==> config.mk <==
export PLATFORM = sky130hd
export DESIGN_NAME = systolic_ctrl_flat
export DESIGN_NICKNAME = d
export VERILOG_FILES = /design/src/rtl/systolic_ctrl_pkg.sv /design/src/rtl/systolic_ctrl_if.sv /design/src/rtl/systolic_ctrl_lane_gen.sv /design/src/rtl/systolic_ctrl.sv /design/src/flat_wrapper.sv
export SDC_FILE = /design/constraint.sdc
export NUM_CORES = 1
export LEC_CHECK = 0
export ABC_AREA = 1
export BUFFER_PORTS_ARGS = -buffer_cell sky130_fd_sc_hd__buf_2
export CAP_MARGIN = 25
export CORE_MARGIN = 3
export CORE_UTILIZATION = 53
export DETAILED_ROUTE_END_ITERATION = 7
export GPL_TIMING_DRIVEN = 0
export PLACE_DENSITY = 0.78
export SLEW_MARGIN = 5
export SYNTH_ARGS = -nofsm -noshare
export SYNTH_HDL_FRONTEND = slang
export SYNTH_HIERARCHICAL = 1
export SYNTH_SLANG_ARGS = --single-unit
==> constraint.sdc <==
create_clock -name clk -period 2.2 [get_ports clk]
set_input_delay 0.22 -clock clk [delete_from_list [all_inputs] [get_ports clk]]
set_output_delay 0.22 -clock clk [all_outputs]
set_load 0.01 [all_outputs]
==> src/rtl/systolic_ctrl_pkg.sv <==
// systolic_pkg: shared types and constants for the systolic array sequencer.
package systolic_pkg;

  // Default array dimension and maximum inner dimension per job
  localparam int SCTRL_ARRAY_SIZE = 4;
  localparam int SCTRL_K_MAX      = 16;

  // Cycles between the last operand read and the first valid result row:
  // one for the buffer read, one for the cell accumulator register.
  localparam int SCTRL_FLUSH_LAT  = 2;

  typedef enum logic [2:0] {
    S_IDLE,
    S_CLEAR,
    S_FEED,
    S_FLUSH,
    S_DRAIN,
    S_DONE
  } sctrl_state_t;

  // Increment that sticks at all-ones instead of wrapping
  function automatic logic [31:0] sctrl_sat_inc(input logic [31:0] v);
    return (v == 32'hFFFF_FFFF) ? v : v + 32'd1;
  endfunction

endpackage

==> src/rtl/systolic_ctrl_if.sv <==
// systolic_ctrl_if: host-side job handshake and result-row readout bundle.
interface systolic_ctrl_if #(
  parameter int KW = 5,
  parameter int RW = 2
);
  logic          start;
  logic [KW-1:0] k_len;
  logic          busy;
  logic          done;
  logic          res_valid;
  logic          res_ready;
  logic [RW-1:0] res_row;

  // Host logic: issues jobs and consumes result rows
  modport master (
    output start, k_len, res_ready,
    input  busy, done, res_valid, res_row
  );

  // Controller side
  modport slave (
    input  start, k_len, res_ready,
    output busy, done, res_valid, res_row
  );
endinterface

==> src/rtl/systolic_ctrl_lane_gen.sv <==
// systolic_lane_gen: read enable and k index for one skewed operand lane.
// Lane LANE is enabled while LANE <= t < LANE + k; its address is t - LANE.
module systolic_lane_gen #(
  parameter int KW   = 5,
  parameter int TW   = 5,
  parameter int LANE = 0
) (
  input  logic          active_i,
  input  logic [TW-1:0] t_i,
  input  logic [KW-1:0] k_i,
  output logic          en_o,
  output logic [KW-1:0] addr_o
);

  localparam logic [TW-1:0] LANE_T = TW'(LANE);

  logic [TW-1:0] rel;
  logic          hit;

  // Window test on the skewed cycle index; disabled lanes present address 0
  always_comb begin
    rel    = t_i - LANE_T;
    hit    = active_i && (t_i >= LANE_T) && (rel < TW'(k_i));
    en_o   = hit;
    addr_o = hit ? KW'(rel) : '0;
  end

endmodule

==> src/rtl/systolic_ctrl.sv <==
// systolic_ctrl: clears the NxN output-stationary array, streams skewed A/B
// operand reads, waits out the pipeline and hands out result rows.
// Optional macro SYSTOLIC_CTRL_PERF_EN adds perf_cycles/perf_stalls counters.
module systolic_ctrl
  import systolic_pkg::*;
#(
  parameter  int ARRAY_SIZE = SCTRL_ARRAY_SIZE,
  parameter  int K_MAX      = SCTRL_K_MAX,
  localparam int KW         = $clog2(K_MAX + 1),
  localparam int RW         = $clog2(ARRAY_SIZE)
) (
  input  logic                     clk,
  input  logic                     reset,
  systolic_ctrl_if.slave           host,
  output logic                     pe_clear,
  output logic [ARRAY_SIZE-1:0]    a_rd_en,
  output logic [ARRAY_SIZE*KW-1:0] a_rd_addr,
  output logic [ARRAY_SIZE-1:0]    b_rd_en,
  output logic [ARRAY_SIZE*KW-1:0] b_rd_addr
`ifdef SYSTOLIC_CTRL_PERF_EN
  ,
  output logic [31:0]              perf_cycles,
  output logic [31:0]              perf_stalls
`endif
);

  localparam int N  = ARRAY_SIZE;
  // Issue counter spans 0 .. K_MAX + 2N - 3
  localparam int TW = $clog2(K_MAX + 2 * N);
  localparam int FW = $clog2(SCTRL_FLUSH_LAT + 1);

  localparam logic [TW-1:0] T_OFS      = TW'(2 * N - 3);
  localparam logic [KW-1:0] K_SAT      = KW'(K_MAX);
  localparam logic [RW-1:0] ROW_LAST   = RW'(N - 1);
  localparam logic [FW-1:0] FLUSH_LAST = FW'(SCTRL_FLUSH_LAT - 1);

  sctrl_state_t  state_q;
  logic [KW-1:0] k_q;
  logic [TW-1:0] t_q;
  logic          iss_q;
  logic [FW-1:0] fl_q;
  logic          busy_q;
  logic          done_q;
  logic          clr_q;
  logic          rvalid_q;
  logic [RW-1:0] row_q;

  logic [N-1:0]    a_en_q,   b_en_q;
  logic [N*KW-1:0] a_addr_q, b_addr_q;
  logic [N-1:0]    a_en_d,   b_en_d;
  logic [N*KW-1:0] a_addr_d, b_addr_d;

  logic [KW-1:0] k_cap;
  logic [TW-1:0] t_last;

  // Oversized jobs are clipped to the buffer depth; last skewed issue index
  always_comb begin
    k_cap  = (host.k_len > K_SAT) ? K_SAT : host.k_len;
    t_last = TW'(k_q) + T_OFS;
  end

  // The lane generators run one cycle ahead (issue counter starts during
  // CLEAR) so the registered enables line up exactly with the FEED window.
  genvar gi;
  generate
    for (gi = 0; gi < N; gi++) begin : g_lane
      systolic_lane_gen #(.KW(KW), .TW(TW), .LANE(gi)) u_a_lane (
        .active_i (iss_q),
        .t_i      (t_q),
        .k_i      (k_q),
        .en_o     (a_en_d[gi]),
        .addr_o   (a_addr_d[gi*KW +: KW])
      );
      systolic_lane_gen #(.KW(KW), .TW(TW), .LANE(gi)) u_b_lane (
        .active_i (iss_q),
        .t_i      (t_q),
        .k_i      (k_q),
        .en_o     (b_en_d[gi]),
        .addr_o   (b_addr_d[gi*KW +: KW])
      );
    end
  endgenerate

  // Register the lane enables/addresses so the buffers see glitch-free strobes
  always_ff @(posedge clk or negedge reset) begin
    if (!reset) begin
      a_en_q   <= '0;
      b_en_q   <= '0;
      a_addr_q <= '0;
      b_addr_q <= '0;
    end else begin
      a_en_q   <= a_en_d;
      b_en_q   <= b_en_d;
      a_addr_q <= a_addr_d;
      b_addr_q <= b_addr_d;
    end
  end

  // Job sequencer with registered host and array-control outputs
  always_ff @(posedge clk or negedge reset) begin
    if (!reset) begin
      state_q  <= S_IDLE;
      k_q      <= '0;
      t_q      <= '0;
      iss_q    <= 1'b0;
      fl_q     <= '0;
      busy_q   <= 1'b0;
      done_q   <= 1'b0;
      clr_q    <= 1'b0;
      rvalid_q <= 1'b0;
      row_q    <= '0;
    end else begin
      // Skewed issue counter; stops after the last lane's last k index
      if (iss_q) begin
        if (t_q == t_last) iss_q <= 1'b0;
        else               t_q   <= t_q + TW'(1);
      end

      case (state_q)
        S_IDLE: begin
          if (host.start) begin
            state_q <= S_CLEAR;
            k_q     <= k_cap;
            busy_q  <= 1'b1;
            clr_q   <= 1'b1;
            iss_q   <= (k_cap != '0);
            t_q     <= '0;
          end
        end
        S_CLEAR: begin
          clr_q   <= 1'b0;
          fl_q    <= '0;
          state_q <= (k_q == '0) ? S_FLUSH : S_FEED;
        end
        S_FEED: begin
          // Issue stopped last cycle, so the final reads are on the bus now
          if (!iss_q) begin
            state_q <= S_FLUSH;
            fl_q    <= '0;
          end
        end
        S_FLUSH: begin
          if (fl_q == FLUSH_LAST) begin
            state_q  <= S_DRAIN;
            rvalid_q <= 1'b1;
            row_q    <= '0;
          end else begin
            fl_q <= fl_q + FW'(1);
          end
        end
        S_DRAIN: begin
          if (host.res_ready) begin
            if (row_q == ROW_LAST) begin
              state_q  <= S_DONE;
              rvalid_q <= 1'b0;
              done_q   <= 1'b1;
              row_q    <= '0;
            end else begin
              row_q <= row_q + RW'(1);
            end
          end
        end
        S_DONE: begin
          done_q  <= 1'b0;
          busy_q  <= 1'b0;
          state_q <= S_IDLE;
        end
        default: state_q <= S_IDLE;
      endcase
    end
  end

  assign host.busy      = busy_q;
  assign host.done      = done_q;
  assign host.res_valid = rvalid_q;
  assign host.res_row   = row_q;
  assign pe_clear       = clr_q;
  assign a_rd_en        = a_en_q;
  assign a_rd_addr      = a_addr_q;
  assign b_rd_en        = b_en_q;
  assign b_rd_addr      = b_addr_q;

`ifdef SYSTOLIC_CTRL_PERF_EN
  logic [31:0] pcyc_q;
  logic [31:0] pstl_q;

  // Busy-cycle and drain-stall counters; cleared at job start, frozen in IDLE
  always_ff @(posedge clk or negedge reset) begin
    if (!reset) begin
      pcyc_q <= '0;
      pstl_q <= '0;
    end else if (state_q == S_IDLE) begin
      if (host.start) begin
        pcyc_q <= '0;
        pstl_q <= '0;
      end
    end else begin
      pcyc_q <= sctrl_sat_inc(pcyc_q);
      if (state_q == S_DRAIN && !host.res_ready) pstl_q <= sctrl_sat_inc(pstl_q);
    end
  end

  assign perf_cycles = pcyc_q;
  assign perf_stalls = pstl_q;
`endif

endmodule

==> src/flat_wrapper.sv <==
// flat-port wrapper written by rule: the top's interface ports become plain ports
module systolic_ctrl_flat import systolic_pkg::*;
#(
  parameter  int ARRAY_SIZE = SCTRL_ARRAY_SIZE,
  parameter  int K_MAX      = SCTRL_K_MAX,
  localparam int KW         = $clog2(K_MAX + 1),
  localparam int RW         = $clog2(ARRAY_SIZE)
)
  (clk, reset, pe_clear, a_rd_en, a_rd_addr, b_rd_en, b_rd_addr, host_start, host_k_len, host_res_ready, host_busy, host_done, host_res_valid, host_res_row);
  systolic_ctrl_if #(.KW((5)), .RW((2))) host_i ();
  input  logic clk;
  input  logic reset;
  output logic pe_clear;
  output logic [ARRAY_SIZE-1:0] a_rd_en;
  output logic [ARRAY_SIZE*KW-1:0] a_rd_addr;
  output logic [ARRAY_SIZE-1:0] b_rd_en;
  output logic [ARRAY_SIZE*KW-1:0] b_rd_addr;
  input wire logic [$bits(host_i.start)-1:0] host_start;
  input wire logic [$bits(host_i.k_len)-1:0] host_k_len;
  input wire logic [$bits(host_i.res_ready)-1:0] host_res_ready;
  output wire logic [$bits(host_i.busy)-1:0] host_busy;
  output wire logic [$bits(host_i.done)-1:0] host_done;
  output wire logic [$bits(host_i.res_valid)-1:0] host_res_valid;
  output wire logic [$bits(host_i.res_row)-1:0] host_res_row;
  assign host_i.start = host_start;
  assign host_i.k_len = host_k_len;
  assign host_i.res_ready = host_res_ready;
  assign host_busy = host_i.busy;
  assign host_done = host_i.done;
  assign host_res_valid = host_i.res_valid;
  assign host_res_row = host_i.res_row;
  systolic_ctrl #(.ARRAY_SIZE(ARRAY_SIZE), .K_MAX(K_MAX)) u_core (.clk(clk), .reset(reset), .host(host_i), .pe_clear(pe_clear), .a_rd_en(a_rd_en), .a_rd_addr(a_rd_addr), .b_rd_en(b_rd_en), .b_rd_addr(b_rd_addr));
endmodule
==> results of run 1 <==
area by class of cell:
type / instances / area share
clock buffers: 9 / 0.0234
clock inverters: 7 / 0.0182
flip-flops and latches: 70 / 0.334
well taps: 102 / 0.0241
plain buffers: 1 / 0.00260
inverters: 144 / 0.103
multi-input cells: 340 / 0.415
repair buffers: 74 / 0.0798
cell usage in the layout, fill, tap and decap left out, drive strengths merged:
cell type	synthesis	final
inv	142	143
nand2	131	131
buf	0	74
nor2	72	72
dfrtp	70	70
ha	45	45
nand3	25	25
nor3	15	15
o21ai	13	13
a21oi	11	11
clkbuf	1	10
xor2	9	9
xnor2	6	6
nand4	6	6
clkinv	2	6
bufinv	0	2
nand3b	2	2
nor4	1	1
a22oi	1	1
o2111ai	1	1
o21a	1	1
o221ai	1	1
routing by layer:
metal  vias up  GRT usage
met5         -          0
met4         0     0.0702
met3        19     0.0526
met2       133      0.380
met1      1757      0.255
li1       1838          -
critical path, delay by kind of cell, from the launching register on:
| kind | cells | cell delay, ns |
|---|---|---|
| and+or+nand+nor | 6 | 0.73 |
| DFF | 1 | 0.54 |
| adders and majority gates | 2 | 0.51 |
| xor gates and xnor gates | 1 | 0.17 |
| buffers and inverters | 2 | 0.13 |
cells by family (layout without fill, tap and decap cells):
| group | after synthesis | after routing |
|---|---|---|
| AND/OR/NAND/NOR | 252 | 252 |
| buffers and inverters | 145 | 235 |
| flip-flops | 70 | 70 |
| adder cells (fa/ha/maj) | 45 | 45 |
| AO/OA/AOI/OAI | 28 | 28 |
| XOR/XNOR | 15 | 15 |
path summary, 6_finish.rpt:
kind,startpoint,endpoint,cells after the start
worst max-delay path,u_core/t_q[0],u_core/b_rd_addr[16],11
worst min-delay path,reset,u_core/b_rd_addr[14],1
worst max register to register,u_core/t_q[0],u_core/b_rd_addr[16],11
worst min register to register,u_core/host.res_valid,u_core/host.res_valid,2
max in group asynchronous,reset,u_core/t_q[3],1
min in group clk,host_k_len[2],u_core/k_q[2],3
state kept, by name, indices dropped and copies added (netlist names):
name and flops:
u_core/a_rd_en 4, u_core/host.res_valid 1, u_core/iss_q 1, u_core/a_rd_addr 20
u_core/state_q 3, u_core/b_rd_addr 20, u_core/host.done 1, u_core/host.busy 1
u_core/fl_q 2, u_core/t_q 5, u_core/host.res_row 2, u_core/b_rd_en 4
u_core/k_q 5, u_core/pe_clear 1
through the flow:
stage               instance area (µm²)  utilization  cells
finish                             5290        0.670    747
global route                       5290        0.670    747
CTS                                5140        0.652    744
detailed placement                 4830        0.612    719
global placement                   4830        0.612    719
floorplan                          4390            -    555
repair_timing:
action,4_1_cts,5_1_grt
gates resized for setup,9,31
hold buffers,0,0
pin swaps,0,11
setup buffers,9,3
setup endpoints to repair,36,36
==> key figures, run 1 <==
Run status
  • Outcome: complete, no violations

Drt
  • Met3 wire len: around 780 µm
  • Vias per cell: 5.02
  • Met1 Wirelength: 4.03 mm
  • Number of detailed-route iterations in the first pass: 5
  • Detailed-route DRC error count: 0
  • Total Routed Length: 10.1 mm
  • Via Count: 3747
  • Wire per inst: 13.5 µm
  • DR top layer: met4
  • Met2 Wirelength: slightly above 5 mm
  • Iteration-0 DRC count of the detailed router: 225
  • Post-route ant nets: 0

Synth
  • Most common cell in the netlist: inv_1
  • Cells after Synth: ~560
  • Largest family of logic cells by synthesized area: simple AND/OR/NAND/NOR gates
  • Synth Area in Adders: 0.128
  • Top post-synthesis cells by count: 134 x inv_1, 114 x nand2_1, 70 x dfrtp_1, 59 x nor2_1, 45 x ha_1
  • Post-synth EDFFs: 0
  • YS warnings: 6
  • Asr flop ratio synth: 1.00
  • Netlist cell types: 33
  • Mux share of post-synthesis cell area: 0
  • Ys flop type: dfrtp_1
  • Mapped Area: 4390 µm²
  • Avg Synthesized Cell Area: 7.91 µm²
  • Seq/Total Area, Yosys: 0.399
  • Syn Nets: 609
  • Synth top area share: 0.399
  • Simple-Gate Fraction of Synth Area: 0.280
  • #FFs+latches synth: 70
  • Top cells by area, synth: dfrtp_1 40%, ha_1 13%, inv_1 11%, nand2_1 9.8%, nor2_1 5.0%
  • Post-synthesis xor/xnor area fraction: 0.0299
  • Largest area contributor in the netlist: dfrtp_1
  • Complex-gate fraction of the synthesized area: 0.0365

CTS
  • Clock Latency Late Sink: 0.35 ns
  • Clk pin slew, worst setup/hold paths: 0.08 ns
  • CTS H-tree lvls: 3
  • CTS tree: done
  • Inserted Clock Buffers: 9
  • Bufs on Longest Clock Path: 2
  • Clk root buf: clkbuf_8
  • Clk sinks: 70

Timing
  • TNS Setup: 0 ns
  • Final hold vios: 0
  • Shortest period the worst path allows: between 2 and 2.5 ns
  • Hold Worst Slack: around 0.0021 ns
  • RSZ-0062 raised after global routing: true
  • Worst slew margin: 0.409
  • Slew @ Worst Pin: 0.887 ns
  • Final setup fails: 0
  • Final Slew Violations: 0
  • Skew final: 0.00816 ns
  • Final setup margin: 0.0518 ns
  • Period utilisation layout: 0.976
  • Max Freq: 466 MHz

Critical path
  • R2r setup slk: 0.05 ns
  • Critical Path End Type: flip-flop
  • Cell chain of the critical path: ha_2, inv_2, nand2_2, xor2_2, inv_1, ha_1, nand2_1, nand3b_1, nor2_1, nand3_2, nor2_2
  • Slowest CP cell: dfrtp_4
  • Peak fanout along the critical path: 7
  • Crit Path Class: reg2reg
  • CP arrival: 2.43 ns
  • Critical Path RT: 2.48 ns
  • Crit path launch type: flip-flop
  • Max incr delay on CP: 0.54 ns

Global routing
  • First-pass GRT wire length: roughly 17 mm
  • GR Util All Layers: 0.215
  • Antenna violations before repair: 0
  • Grt ovf: 0
  • Vias in the first global route: 3726
  • Largest net degree at the start of global routing: 71

Finish
  • Register area: 1770 µm²
  • Multi-input logic area: 2190 µm²
  • Area grow syn2layout: 20.5%
  • Nets: 694
  • Fillers: 606
  • Diode count: 0
  • Share of cells above drive strength 1: 0.276

Run
  • Max Cap Viol: 0

Die
  • I/O pin total: 63
  • Chip width: 97.0 µm
  • Cell Rows: 32
  • Die span in y: 97.0 µm
  • Die area: around 9400 µm²
  • Core Region: approximately 7900 µm²
  • Initial Utilization: 0.556

Placement
  • Final GP Congestion: 0.785
  • Dpl ws: -0.470 ns
  • Port buffer count: 62
  • HPWL after DPL: 6.13 mm

Hold path
  • Worst hold path type: in2async
Power of run 1 is left out: the tool's default activity adds up to more than one toggle a clock period on the data nets, which glitch-free logic cannot reach.
==> inputs of run 2 (changes only) <==
- ABC_AREA: 1 -> not set
- CORE_UTILIZATION: 53 -> 60
- PLACE_DENSITY: 0.78 -> 0.83
- clock period: 2.2 -> 2.5 ns (I/O delays scaled with it)
==> run 2 against run 1 <==
  * The flow now finishes with violations (negative hold slack)
  * Synthesized cell count decreased by 18%
  * Design area is 2.7% lower
  * Count of clock-buffer cells in the layout rose by 3
==> key figures, run 2 <==
Critical path
  • Critical Path End Type: flip-flop
  • R2R cell count: 8
  • Crit path launch type: flip-flop
  • R2r setup slk: ~0.042 ns
  • Peak fanout along the critical path: 11
  • RR Endpoint: u_core/b_rd_addr[15]
  • CP arrival: 2.69 ns
  • Crit Reg-Reg Startpoint: u_core/t_q[1]
  • Critical Path RT: 2.74 ns
  • Crit Path Class: reg2reg

Placement
  • HPWL after DPL: between 6 and 7 mm
  • DP Area: 4810 µm²
  • Port buffer count: just over 60
  • Final GP Congestion: 0.850

Global routing
  • Largest net degree at the start of global routing: a little over 70
  • First-pass GRT wire length: 16.8 mm
  • Vias in the first global route: 3717
  • Grt ovf: 0
  • Antenna violations before repair: 0
  • GR Util All Layers: 0.247

CTS
  • Clk root buf: clkbuf_8
  • Bufs on Longest Clock Path: 2
  • Clk pin slew, worst setup/hold paths: around 0.070 ns
  • CTS tree: done
  • Clk sinks: 70
  • CTS H-tree lvls: 3
  • Inserted Clock Buffers: 9
  • Post-CTS Hold Buffers: 0
  • Clock Latency Late Sink: between 0.3 and 0.4 ns

Finish
  • Area grow syn2layout: 17.6%
  • Fillers: 476
  • Finished Cell Area: a little over 5000 µm²
  • Share of cells above drive strength 1: 0.244
  • Commonest non-fill, non-tap cell in the layout: dfrtp_1
  • Nets: 586
  • Multi-input logic area: between 2000 and 2500 µm²
  • Register area: 1760 µm²
  • Most frequent cells in the layout: 66 x dfrtp_1, 64 x buf_2, 63 x inv_1, 45 x ha_1, 39 x a21oi_1
  • Diode count: 0

Synth
  • Mapped Area: about 4400 µm²
  • Seq/Total Area, Yosys: 0.400
  • Simple-Gate Fraction of Synth Area: 0.156
  • Netlist cell types: 54
  • Top post-synthesis cells by count: 70 x dfrtp_1, 63 x inv_1, 45 x ha_1, 39 x a21oi_1, 33 x nand2_1
  • Mux share of post-synthesis cell area: 0.0140
  • Top cells by area, synth: dfrtp_1 40%, ha_1 13%, inv_1 5.4%, a21oi_1 4.5%, a211oi_1 3.4%
  • Synth top area share: 0.400
  • Avg Synthesized Cell Area: 9.66 µm²
  • Ys flop type: dfrtp_1
  • Complex-gate fraction of the synthesized area: 0.183
  • YS warnings: 6
  • Post-synthesis xor/xnor area fraction: 0.0461
  • Syn Nets: 507
  • Post-synth EDFFs: 0
  • Largest area contributor in the netlist: dfrtp_1
  • Most common cell in the netlist: dfrtp_1
  • #FFs+latches synth: 70
  • Cells after Synth: between 400 and 500
  • Largest family of logic cells by synthesized area: compound AO/OA/AOI/OAI gates
  • Asr flop ratio synth: 1.00
  • Synth Area in Adders: 0.129

Timing
  • TNS Setup: 0 ns
  • Final hold vios: 1
  • Final setup fails: 0
  • Hold Worst Slack: -0.000191 ns
  • Max Freq: ~410 MHz
  • RSZ-0062 raised after global routing: true
  • Skew final: 0.00849 ns
  • Period utilisation layout: 0.983
  • Slew @ Worst Pin: ~0.93 ns
  • Worst slew margin: 0.383
  • Final Slew Violations: 0
  • Shortest period the worst path allows: 2.46 ns

Run status
  • Failing checks: negative hold slack
  • Outcome: complete, but fails checks

Drt
  • Total Routed Length: 9.94 mm
  • Number of detailed-route iterations in the first pass: 5
  • Wire per inst: 15.7 µm
  • Iteration-0 DRC count of the detailed router: 252
  • Via Count: 3636
  • Detailed-route DRC error count: 0
  • Vias per cell: 5.74
  • Post-route ant nets: 0

Die
  • I/O pin total: 63
  • Die area: roughly 8400 µm²
  • Cell Rows: 30
  • Die span in y: 91.4 µm
  • Core Region: 6940 µm²
  • Chip width: 91.4 µm
  • Initial Utilization: 0.630

Hold path
  • Worst hold path type: in2async

Run
  • Max Cap Viol: 0
==> run 2: worst max path at each step <==
stage	start	endpoint	slack [ns]	cells after the start
floorplan	u_core/t_q[1]	u_core/a_rd_addr[15]	0.14	8
global placement	u_core/t_q[1]	u_core/a_rd_addr[6]	-0.23	9
detailed placement	u_core/t_q[1]	u_core/b_rd_addr[9]	-0.35	9
CTS	u_core/t_q[1]	u_core/a_rd_addr[16]	0.008	8
global route	u_core/t_q[1]	u_core/b_rd_addr[15]	-0.05	8
finish	u_core/t_q[1]	u_core/b_rd_addr[15]	0.04	8
==> run 2: cell type report <==
cell class / instances / area share
repair buffers: 69 / 0.0732
clock inverters: 4 / 0.0136
well taps: 96 / 0.0234
clock buffers: 12 / 0.0282
plain buffers: 13 / 0.0141
flip-flops and latches: 70 / 0.343
multi-input cells: 306 / 0.459
inverters: 63 / 0.0460
==> run 2: kinds of logic (layout without fill, tap and decap cells) <==
| family | Yosys count | count (layout) |
|---|---|---|
| XOR/XNOR | 23 | 23 |
| flip-flops | 70 | 70 |
| adder cells (fa/ha/maj) | 45 | 45 |
| AO/OA/AOI/OAI | 114 | 114 |
| buffers and inverters | 77 | 161 |
| multiplexers | 6 | 6 |
| AND/OR/NAND/NOR | 118 | 118 |
==> run 2: timing repair <==
item                                    in CTS  in global routing
endpoints found under the setup margin      31                 17
gates resized for setup                      6                  8
buffers inserted                             5                  2
==> run 2: stage by stage <==
stage,std cells,util,setup slack (ns)
after detailed placement,611,0.692,-0.352
final,633,0.741,0.0422
after CTS,632,0.733,0.00764
after global routing,633,0.741,-0.0462
after floorplan,453,-,0.139
after global placement,611,0.692,-0.230
==> run 2: worst max-delay path: stages (launching register included) <==
cell      delay [ns]
dfrtp_4         0.56
ha_1            0.24
or3_4           0.37
xor2_2          0.20
inv_1           0.08
ha_1            0.29
and2_1          0.16
buf_1           0.16
a211oi_1        0.29
==> run 2: metal layers <==
layer  wire length [µm]  global-route usage  vias to the layer above
li1                   -                   -                     1724
met1               4140               0.303                     1782
met2               5060               0.424                      116
met3                602              0.0472                       14
met4                139               0.106                        0
met5                  0                   0                        -
Power of run 2 is left out for the same reason.
==> inputs of run 3 (changes only) <==
- CORE_UTILIZATION: 60 -> 58
- PLACE_DENSITY: 0.83 -> 0.85
- SYNTH_HIERARCHICAL: 1 -> not set
==> run 3 against run 2 <==
  * The flow now finishes without violations
  * Wire length decreased by 41%
  * Synthesized cell count decreased by 39%
  * Non-clock buffer count increased by 18
  * Critical path depth increased by 2
  * Global-route usage decreased by 2.7 points
  * Utilization increased by 0.78 points
  * Sequential cell count decreased by 24
==> key figures, run 3 <==
CTS
  • Clk root buf: clkbuf_8
  • Clk pin slew, worst setup/hold paths: 0.09 ns
  • Inserted Clock Buffers: 5
  • Bufs on Longest Clock Path: 2
  • CTS H-tree lvls: 2
  • Clock Latency Late Sink: 0.30 ns
  • Clk sinks: 46
  • CTS tree: done

Timing
  • Final setup fails: 0
  • Final Slew Violations: 0
  • Final setup margin: approximately 0.12 ns
  • Max Freq: 420 MHz
  • Final hold vios: 0
  • Shortest period the worst path allows: between 2 and 2.5 ns
  • TNS Setup: 0 ns
  • RSZ-0062 raised after global routing: true
  • Hold Worst Slack: 0.196 ns
  • Worst slew margin: 0.636
  • Slew @ Worst Pin: 0.546 ns
  • Period utilisation layout: 0.952
  • Skew final: 0.00708 ns

Finish
  • Share of cells above drive strength 1: 0.312
  • Commonest non-fill, non-tap cell in the layout: buf_2
  • Diode count: 0
  • Most frequent cells in the layout: 63 x buf_2, 44 x dfrtp_1, 29 x ha_1, 26 x buf_4
  • Fillers: between 300 and 400
  • Area grow syn2layout: 21.0%
  • Nets: 387
  • Fin util: 0.748
  • Largest register FFs: 20

Synth
  • Asr flop ratio synth: 1.00
  • Most common cell in the netlist: dfrtp_1
  • Synth top area share: 0.416
  • YS warnings: 0
  • #FFs+latches synth: 46
  • Netlist cell types: 43
  • Mapped Area: 2770 µm²
  • Cells after Synth: 275
  • Top post-synthesis cells by count: 46 x dfrtp_1, 30 x ha_1, 24 x buf_4, 14 x inv_1
  • Syn Nets: 314
  • Seq/Total Area, Yosys: 0.416
  • Top cells by area, synth: dfrtp_1 42%, ha_1 14%, buf_4 6.5%, o21a_1 3.0%, nor3b_1 2.4%
  • Ys flop type: dfrtp_1
  • Largest area contributor in the netlist: dfrtp_1
  • Avg Synthesized Cell Area: 10.1 µm²
  • Post-synth EDFFs: 0

Global routing
  • Largest net degree at the start of global routing: between 40 and 50
  • Grt ovf: 0
  • Vias in the first global route: about 2100
  • First-pass GRT wire length: 9.34 mm
  • GR Util All Layers: 0.221
  • Antenna violations before repair: 0

Critical path
  • CP arrival: 2.59 ns
  • Peak fanout along the critical path: 8
  • Slowest CP cell: dfrtp_1
  • Critical Path RT: 2.71 ns
  • Cell chain of the critical path: buf_6, clkinvlp_4, ha_4, inv_1, ha_1, nor2b_1, o21a_1, o21a_1, o21a_1, nor3b_1
  • Most used cell along the critical path: o21a_1
  • Crit Path Class: reg2reg
  • Critical Path End Type: flip-flop
  • Crit path launch type: flip-flop
  • Max incr delay on CP: about 0.40 ns

Power
  • Sw Share: 0.439
  • Clock power share: 0.110
  • Internal Power: 0.00279 W
  • Sw power: 0.00219 W
  • Comb power frac: 0.637
  • VDD IR max: 0.776 mV
  • Pleak: 1.72 nW
  • P per Cell Area: ~1500 nW/µm²
  • Seq pwr share: 0.253

Die
  • Initial Utilization: 0.619
  • Cell Rows: 24
  • Chip width: 75.1 µm
  • Die area: 5640 µm²
  • I/O pin total: 63
  • Core Region: roughly 4500 µm²
  • Die span in y: 75.1 µm

Run
  • Max Cap Viol: 0

Placement
  • Port buffer count: 62
  • Dpl ws: -0.296 ns
  • Final GP Congestion: 0.849
  • HPWL after DPL: 4.30 mm

Drt
  • Via Count: 2201
  • Iteration-0 DRC count of the detailed router: 84
  • Detailed-route DRC error count: 0
  • Wire per inst: between 10 and 15 µm
  • Post-route ant nets: 0
  • Total Routed Length: 5.89 mm
  • Number of detailed-route iterations in the first pass: 4
  • Vias per cell: 5.49

Hold path
  • Worst hold path type: in2reg

Run status
  • Outcome: complete, no violations
run 3: changes by cell type after synthesis, sizes merged, moves of 6 or more:
| cell | previous run | this run |
|---|---|---|
| inv | 63 | 14 |
| or3 | 7 | 1 |
| dfrtp | 70 | 46 |
| o21ai | 24 | 12 |
| a211oi | 24 | 0 |
| nand3b | 0 | 8 |
| xnor2 | 13 | 7 |
| and2 | 13 | 5 |
| a21oi | 41 | 10 |
| nor2b | 10 | 3 |
| o21a | 2 | 11 |
| ha | 45 | 30 |
| buf | 12 | 28 |
| nand2 | 33 | 12 |
run 3: area by class of cell:
cell class | instances | area [µm²] | share of cell area
Clock inverter | 3 | 45.0 | 0.0135
Clock buffer | 5 | 68.8 | 0.0206
Sequential cell | 46 | 1150 | 0.345
Inverter | 14 | 56.3 | 0.0168
Tap cell | 52 | 65.1 | 0.0194
Timing Repair Buffer | 66 | 363 | 0.108
Buffer | 34 | 230 | 0.0688
Multi-Input combinational cell | 181 | 1370 | 0.408
run 3: repair_timing:
action | 4_1_cts | 5_1_grt
resized for setup | 7 | 7
hold buffers | 0 | 1
endpoints found under the hold margin | 0 | 20
buffers inserted | 0 | 2
pin swaps | 0 | 0
endpoints found under the setup margin | 18 | 11
run 3: logic make-up after synthesis:
family	Yosys count	synth area share
DFF	46	0.416
xor gates and xnor gates	14	0.0470
buffers and inverters	48	0.0981
AOI/OAI and AO/OA	53	0.128
muxes	3	0.0109
and+or+nand+nor	81	0.164
adders and majority gates	30	0.136
run 3: power groups by stage:
| stage | clock network (W) | registers [W] | logic [W] |
|---|---|---|---|
| floorplan | 0 | 0.00131 | 0.00214 |
| global placement | 0 | 0.00125 | 0.00288 |
| detailed placement | 0 | 0.00127 | 0.00300 |
| CTS | 0.000561 | 0.00125 | 0.00308 |
| global route | 0.000591 | 0.00129 | 0.00357 |
| finish | 0.000548 | 0.00126 | 0.00317 |
run 3: metrics by stage:
| step | std cells | total power (W) | instance area (µm²) |
|---|---|---|---|
| after detailed placement | 389 | 0.00427 | 3140 |
| final | 401 | 0.00497 | 3350 |
| after global placement | 389 | 0.00413 | 3140 |
| after floorplan | 275 | 0.00345 | 2770 |
| after global routing | 401 | 0.00546 | 3350 |
| after CTS | 397 | 0.00490 | 3280 |
run 3: worst paths after layout:
path                            startpoint                  end  slack [ns]  cells past startpoint
min reg2reg                u_core.pe_clear      u_core.pe_clear        0.51                      1
max reg2reg                  u_core.t_q[0]  u_core.a_rd_addr[8]        0.12                     10
max                          u_core.t_q[0]  u_core.a_rd_addr[8]        0.12                     10
max in group asynchronous            reset        u_core.t_q[2]        1.56                      3
min in group asynchronous            reset    u_core.a_rd_en[0]        0.43                      2
min                          host_k_len[1]        u_core.k_q[1]        0.20                      3
run 3: routing by layer:
metal / up-vias / share of wire / GRT usage
met5: - / 0 / 0
met4: 0 / 0.0093 / 0.0553
met3: 6 / 0.061 / 0.0414
met2: 72 / 0.51 / 0.384
met1: 1033 / 0.42 / 0.282
li1: 1090 / - / -
run 3: critical path, delay by kind of cell (launching register included):
kind                     cells  cell delay, ns
adder cells (fa/ha/maj)      2            0.59
AO/OA/AOI/OAI                3            0.57
flip-flops                   1            0.40
buffers and inverters        3            0.39
AND/OR/NAND/NOR              2            0.33
No activity file was read; power rests on OpenSTA's default activity.
